[src/rtl/rr_reg_arbiter_if.sv]
// ---------------------------------------------------------------------------
// rr_reg_arbiter_if
// Bundle of request/grant and write-data signals between N requesters and the
// shared-register arbiter.
//
//   req    N     request per requester, held high while ownership is wanted
//   wen    N     write enable per requester (only the owner's is honoured)
//   wdata  N*DW  write data, slice i = wdata[i*DW +: DW]
//   gnt    N     one-hot registered grant, zero when idle
//   q      DW    shared register contents
//   busy   1     high while any grant bit is set
//
// Modports: master = requester side, slave = arbiter side.
// ---------------------------------------------------------------------------
interface rr_reg_arbiter_if #(
  parameter int N  = 4,
  parameter int DW = 8
);
  logic [N-1:0]    req;
  logic [N-1:0]    wen;
  logic [N*DW-1:0] wdata;
  logic [N-1:0]    gnt;
  logic [DW-1:0]   q;
  logic            busy;

  modport master (output req, wen, wdata, input gnt, q, busy);
  modport slave  (input req, wen, wdata, output gnt, q, busy);
endinterface

[src/rtl/rr_reg_arbiter.sv]
// ---------------------------------------------------------------------------
// rr_reg_arbiter
// Round-robin arbiter sharing one DW-bit register between N requesters.
// The current owner may write the register; ownership rotates on release.
//
// Ports:
//   clk  rising-edge clock
//   rst  synchronous reset, active-low
//   bus  rr_reg_arbiter_if.slave (req, wen, wdata in; gnt, q, busy out)
//
// Parameters: N (2..8) requesters, DW register width, MAX_HOLD (>=2) grant
// limit in cycles.
//
// Optional feature: define ARB_TIMEOUT_EN to force a release after MAX_HOLD
// consecutive grant cycles when another requester is waiting. Without it the
// owner keeps the grant for as long as it holds req.
// ---------------------------------------------------------------------------
module rr_reg_arbiter #(
  parameter int N        = 4,
  parameter int DW       = 8,
  parameter int MAX_HOLD = 8
) (
  input  logic            clk,
  input  logic            rst,
  rr_reg_arbiter_if.slave bus
);

  localparam int PW = (N > 1) ? $clog2(N) : 1;

  // Elaboration-time parameter sanity checks.
  if (N < 2 || N > 8) begin : g_bad_n
    $error("rr_reg_arbiter: N must be in 2..8");
  end
  if (MAX_HOLD < 2) begin : g_bad_hold
    $error("rr_reg_arbiter: MAX_HOLD must be >= 2");
  end

  typedef enum logic {
    IDLE  = 1'b0,
    GRANT = 1'b1
  } state_t;

  state_t          state_q, state_d;
  logic [PW-1:0]   owner_q, owner_d;
  logic [PW-1:0]   ptr_q, ptr_d;     // last owner; search starts just after it
  logic [N-1:0]    gnt_q, gnt_d;
  logic            busy_q, busy_d;
  logic [DW-1:0]   q_q, q_d;

`ifdef ARB_TIMEOUT_EN
  localparam int CW = $clog2(MAX_HOLD) + 1;
  logic [CW-1:0]   cnt_q, cnt_d;
`endif

  // Round-robin search: first set bit of mask at base+1, base+2, ... mod N.
  // Returns {found, index}. Iterating from the far end lets the nearest
  // candidate overwrite the others, so no separate found flag is needed.
  function automatic logic [PW:0] rr_pick(input logic [N-1:0] mask,
                                          input logic [PW-1:0] base);
    logic [PW:0]   r;
    logic [PW-1:0] idx;
    r = '0;
    for (int k = N; k >= 1; k--) begin
      idx = PW'((int'(base) + k) % N);
      if (mask[idx]) r = {1'b1, idx};
    end
    return r;
  endfunction

  logic [PW:0]   idle_pick;
  logic [PW:0]   other_pick;
  logic [N-1:0]  owner_oh;
  logic [DW-1:0] owner_wdata;

  always_comb begin
    // NOTE: every combinational output gets a default before any branch so
    // no path leaves it unassigned, which would infer a latch.
    state_d     = state_q;
    owner_d     = owner_q;
    ptr_d       = ptr_q;
    q_d         = q_q;
    owner_wdata = '0;
`ifdef ARB_TIMEOUT_EN
    cnt_d       = cnt_q;
`endif

    owner_oh = N'(1) << owner_q;
    for (int i = 0; i < N; i++) begin
      if (owner_q == PW'(i)) owner_wdata = bus.wdata[i*DW +: DW];
    end
    idle_pick  = rr_pick(bus.req, ptr_q);
    // Excluding the owner matters for forced release, where req[owner] is high.
    other_pick = rr_pick(bus.req & ~owner_oh, owner_q);

    case (state_q)
      IDLE: begin
        if (idle_pick[PW]) begin
          state_d = GRANT;
          owner_d = idle_pick[PW-1:0];
`ifdef ARB_TIMEOUT_EN
          cnt_d   = '0;
`endif
        end
      end

      GRANT: begin
        if (bus.req[owner_q]) begin
          if (bus.wen[owner_q]) q_d = owner_wdata;
`ifdef ARB_TIMEOUT_EN
          if (cnt_q == CW'(MAX_HOLD - 1)) begin
            // Limit reached: hand over only if someone is waiting; otherwise
            // the counter saturates and the owner keeps the grant.
            if (other_pick[PW]) begin
              owner_d = other_pick[PW-1:0];
              ptr_d   = owner_q;
              cnt_d   = '0;
            end
          end else begin
            cnt_d = cnt_q + 1'b1;
          end
`endif
        end else begin
          // Voluntary release: the write on this edge is ignored.
          ptr_d = owner_q;
          if (other_pick[PW]) begin
            owner_d = other_pick[PW-1:0];
`ifdef ARB_TIMEOUT_EN
            cnt_d   = '0;
`endif
          end else begin
            state_d = IDLE;
          end
        end
      end

      default: state_d = IDLE;
    endcase

    gnt_d  = (state_d == GRANT) ? (N'(1) << owner_d) : '0;
    busy_d = (state_d == GRANT);
  end

  always_ff @(posedge clk) begin
    // NOTE: sequential state uses non-blocking assignments so every register
    // samples pre-edge values regardless of statement order.
    if (!rst) begin
      state_q <= IDLE;
      owner_q <= '0;
      ptr_q   <= PW'(N - 1);
      gnt_q   <= '0;
      busy_q  <= 1'b0;
      q_q     <= '0;
`ifdef ARB_TIMEOUT_EN
      cnt_q   <= '0;
`endif
    end else begin
      state_q <= state_d;
      owner_q <= owner_d;
      ptr_q   <= ptr_d;
      gnt_q   <= gnt_d;
      busy_q  <= busy_d;
      q_q     <= q_d;
`ifdef ARB_TIMEOUT_EN
      cnt_q   <= cnt_d;
`endif
    end
  end

  assign bus.gnt  = gnt_q;
  assign bus.busy = busy_q;
  assign bus.q    = q_q;

endmodule

[src/flat_wrapper.sv]
// flat-port wrapper written by rule: the top's interface ports become plain ports
module rr_reg_arbiter_flat 
#(
  parameter int N        = 4,
  parameter int DW       = 8,
  parameter int MAX_HOLD = 8
)
  (clk, rst, bus_req, bus_wen, bus_wdata, bus_gnt, bus_q, bus_busy);
  rr_reg_arbiter_if #(.N(N), .DW(DW)) bus_i ();
  input  logic clk;
  input  logic rst;
  input wire logic [$bits(bus_i.req)-1:0] bus_req;
  input wire logic [$bits(bus_i.wen)-1:0] bus_wen;
  input wire logic [$bits(bus_i.wdata)-1:0] bus_wdata;
  output wire logic [$bits(bus_i.gnt)-1:0] bus_gnt;
  output wire logic [$bits(bus_i.q)-1:0] bus_q;
  output wire logic [$bits(bus_i.busy)-1:0] bus_busy;
  assign bus_i.req = bus_req;
  assign bus_i.wen = bus_wen;
  assign bus_i.wdata = bus_wdata;
  assign bus_gnt = bus_i.gnt;
  assign bus_q = bus_i.q;
  assign bus_busy = bus_i.busy;
  rr_reg_arbiter #(.N(N), .DW(DW), .MAX_HOLD(MAX_HOLD)) u_core (.clk(clk), .rst(rst), .bus(bus_i));
endmodule
[config.mk]
export PLATFORM = sky130hd
export DESIGN_NAME = rr_reg_arbiter_flat
export DESIGN_NICKNAME = d
export VERILOG_FILES = /design/src/rtl/rr_reg_arbiter_if.sv /design/src/rtl/rr_reg_arbiter.sv /design/src/flat_wrapper.sv
export SDC_FILE = /design/constraint.sdc
export NUM_CORES = 1
export LEC_CHECK = 0
export CORE_MARGIN = 5
export CORE_UTILIZATION = 38
export CTS_CLUSTER_DIAMETER = 40
export CTS_CLUSTER_SIZE = 12
export DETAILED_ROUTE_END_ITERATION = 8
export HOLD_SLACK_MARGIN = 0.05
export PLACE_DENSITY = 0.86
export SETUP_SLACK_MARGIN = 0.15
export SYNTH_ARGS = -nofsm -noshare
export SYNTH_HDL_FRONTEND = slang
export SYNTH_SLANG_ARGS = --single-unit
[constraint.sdc]
create_clock -name clk -period 2.27 [get_ports clk]
set_input_delay 0.681 -clock clk [delete_from_list [all_inputs] [get_ports clk]]
set_output_delay 0.681 -clock clk [all_outputs]
set_load 0.01 [all_outputs]
==> results.md <==
* **area of the mapped netlist** 1240 um^2
* **part of the Yosys area used for sequential elements** 27.5%
* **clock network latency to the later pin of the worst-skew pair** 300 ps
* **clock period minus worst slack** 2120 ps
* **count of unresolved DRC violations after routing** 0
* **Die X-Extent** 67.1 um
* **Slew HR** 70.6%
* **clock buffer count from CTS** 3
* **Initial Util** 40.2%
* **Sinks on Clock Net** 17
* **Period Utilization, post-route** 93.4%
* **IO Pins** 55
* **count of antenna diodes in the layout** 0
* **leakage power of the design** 0.000882 uW
* **number of standard cells after synthesis** 139
* **Clock Skew** 4.73 ps
* **number of nets with antenna violations after detailed routing** 0
* **Final Max Tran Viols** 0
* **final core occ** 68.7%
* **remaining global-route overflow** 0
* **max-cap violation count** 0
* **count of endpoints failing setup in the final report** 0
* **nature of the critical path startpoint** flip-flop
* **Yosys warning total** 0
* **largest cells by area after synthesis** sky130_fd_sc_hd__dfxtp_1, sky130_fd_sc_hd__nor2b_1, sky130_fd_sc_hd__mux4_2
* **die footprint** 4500 um^2
* **Routed WL per cell** 18.3 um
* **maximum clock frequency** 472 MHz
* **run status** completed
* **number of H-tree levels** 1
* **wire length after detailed routing** 4750 um
* **HP Class** reg -> reg
* **cell taking the most area after synthesis** sky130_fd_sc_hd__dfxtp_1
* **power density over the cells** 554 nW/um^2
* **data required time at the worst endpoint** 2500 ps
* **number of enable-type register cells in the synthesized netlist** 0
* **cell with the most instances after synthesis** sky130_fd_sc_hd__dfxtp_1
* **Post-Route Setup TNS** 0 ps
* **Buffers on Ports** 54
* **transition time of the tightest slew-check pin** 438 ps
* **Seq cells post-synth** 17
* **crit-path max FO** 4
* **clock slew at the register clock pins of the worst setup and hold paths** 110 ps
* **sort of element at the end of the critical path** flip-flop
* **hold violation count in the final report** 0
* **Synth-to-Final Area Change** 71.0%
* **Post-synth top cells** sky130_fd_sc_hd__dfxtp_1, sky130_fd_sc_hd__nor2b_1, sky130_fd_sc_hd__nand2_1
* **post-detailed-placement half-perimeter wirelength** 3460 um
* **CTS Buffer Depth** 2
* **iteration count of the initial detailed-routing pass** 4
* **average footprint of a synthesized cell** 8.90 um^2
* **root cell of the clock tree** sky130_fd_sc_hd__clkbuf_4
* **y dimension of the die** 67.1 um
* **Yosys top cell area share** 27.5%
* **final-stage net count** 262
* **Core Region** 3080 um^2
* **setup repair after global routing missed its margin** true
* **maximum number of pins on one net before global-route repair** 17
* **Core Rows** 20
* **global-route wire length before repair** 7240 um
* **Arrival @ worst endpoint** 2350 ps
* **global-route usage over all layers** 21.0%
* **main flop type after synthesis** sky130_fd_sc_hd__dfxtp_1
* **fraction of final layout cells sized beyond drive strength 1** 27.9%
* **number of antenna violations at the first check in global routing** 0
* **via count of the first global-routing pass** 1512
* **clock tree from TritonCTS** done
* **via total after detailed routing** 1522
* **post-DR vias/cell** 5.88
* **cts hold-fix bufs** 0
* **Synth Net Count** 185
* **Layout Cell Area excl Fill** 2120 um^2
* **asr flop ratio synth** 0%
* **placed inst area** 1960 um^2
* **Setup Crit Path Kind** reg -> reg
* **worst hold slack after final layout** 511 ps
* **RD Place Congestion** 1.01
* **worst vdd ir** 0.000305 V
* **synth unique cells** 42
* **violation count after the first detailed-routing iteration** 141
## stage by stage
stage	setup slack, ps	std cells	total power (uW)
5_1_grt	82.6	259	1240
3_5_place_dp	-458	248	907
4_1_cts	114	255	1110
2_1_floorplan	152	139	666
3_3_place_gp	-373	248	885
6_report	150	259	1170
## registers in the layout, indices dropped and copies added, names as in the netlist
register	cells
u_core.bus.gnt	4
u_core.state_q	1
u_core.ptr_q	2
u_core.bus.q	8
u_core.owner_q	2
## worst paths after layout
check                                        from           endpoint  slack (ps)  cells past startpoint
worst max-delay path            u_core.owner_q[1]  u_core.bus.gnt[1]         150                      7
worst min register to register    u_core.bus.q[1]    u_core.bus.q[1]         510                      1
worst min-delay path              u_core.bus.q[1]    u_core.bus.q[1]         510                      1
worst max register to register  u_core.owner_q[1]  u_core.bus.gnt[1]         150                      7
## cells by family after synthesis
logic type                 synth area share, %
AOI/OAI and AO/OA                         31.1
DFF                                       27.5
buffers and inverters                     4.85
muxes                                     9.81
adders and majority gates                 4.04
and+or+nand+nor                           22.7
## routing by layer
metal	up-vias	wire (um)	track usage [%]
met5	-	0	0
met4	0	231	10.4
met3	31	357	4.55
met2	86	2460	35.3
met1	709	1700	24.7
li1	696	-	-
## layout make-up
cell class                 instances  area (um^2)
clock inverter                     1         7.51
clock buffer                       3         22.5
tap                               44         55.1
fill                             232          962
multi-input combinational        108          916
sequential                        17          348
inverter                           4         25.0
timing repair buffer              82          742
## critical path, stage by stage (launching register included)
cell and delay [ps]:
sky130_fd_sc_hd__dfxtp_4 410, sky130_fd_sc_hd__clkinv_4 70, sky130_fd_sc_hd__ha_2 190, sky130_fd_sc_hd__nand2b_1 140, sky130_fd_sc_hd__mux4_2 470, sky130_fd_sc_hd__a211o_1 320
sky130_fd_sc_hd__a32o_2 300, sky130_fd_sc_hd__nor3_1 150
## what timing repair did
item,in CTS,in global routing
pin swaps,4,4
hold endpoints to repair,0,0
setup buffers,3,4
cloned,0,0
setup endpoints to repair,15,15
gates resized for setup,12,21
## where the power goes
part	leakage [uW]	switching, uW	total [uW]	internal [uW]
clock	0.0000139	105	172	67.3
sequential	0.000141	32.4	370	337
combinational	0.000727	281	631	350
## cell usage in the layout (no fill, tap or decap), types with 3 or more instances in the layout
cell type and instances:
sky130_fd_sc_hd__nor3_2 3, sky130_fd_sc_hd__nand2b_4 3, sky130_fd_sc_hd__clkbuf_2 4, sky130_fd_sc_hd__o211a_1 8, sky130_fd_sc_hd__a221oi_1 9, sky130_fd_sc_hd__nor2b_1 13
sky130_fd_sc_hd__o21ai_0 5, sky130_fd_sc_hd__nand2b_1 5, sky130_fd_sc_hd__mux4_2 4, sky130_fd_sc_hd__dfxtp_1 15, sky130_fd_sc_hd__o311ai_1 8, sky130_fd_sc_hd__clkdlybuf4s50_1 50
sky130_fd_sc_hd__buf_4 26, sky130_fd_sc_hd__nand2_1 14, sky130_fd_sc_hd__clkbuf_4 3
Note: power is estimated with default switching activity, not from simulation.
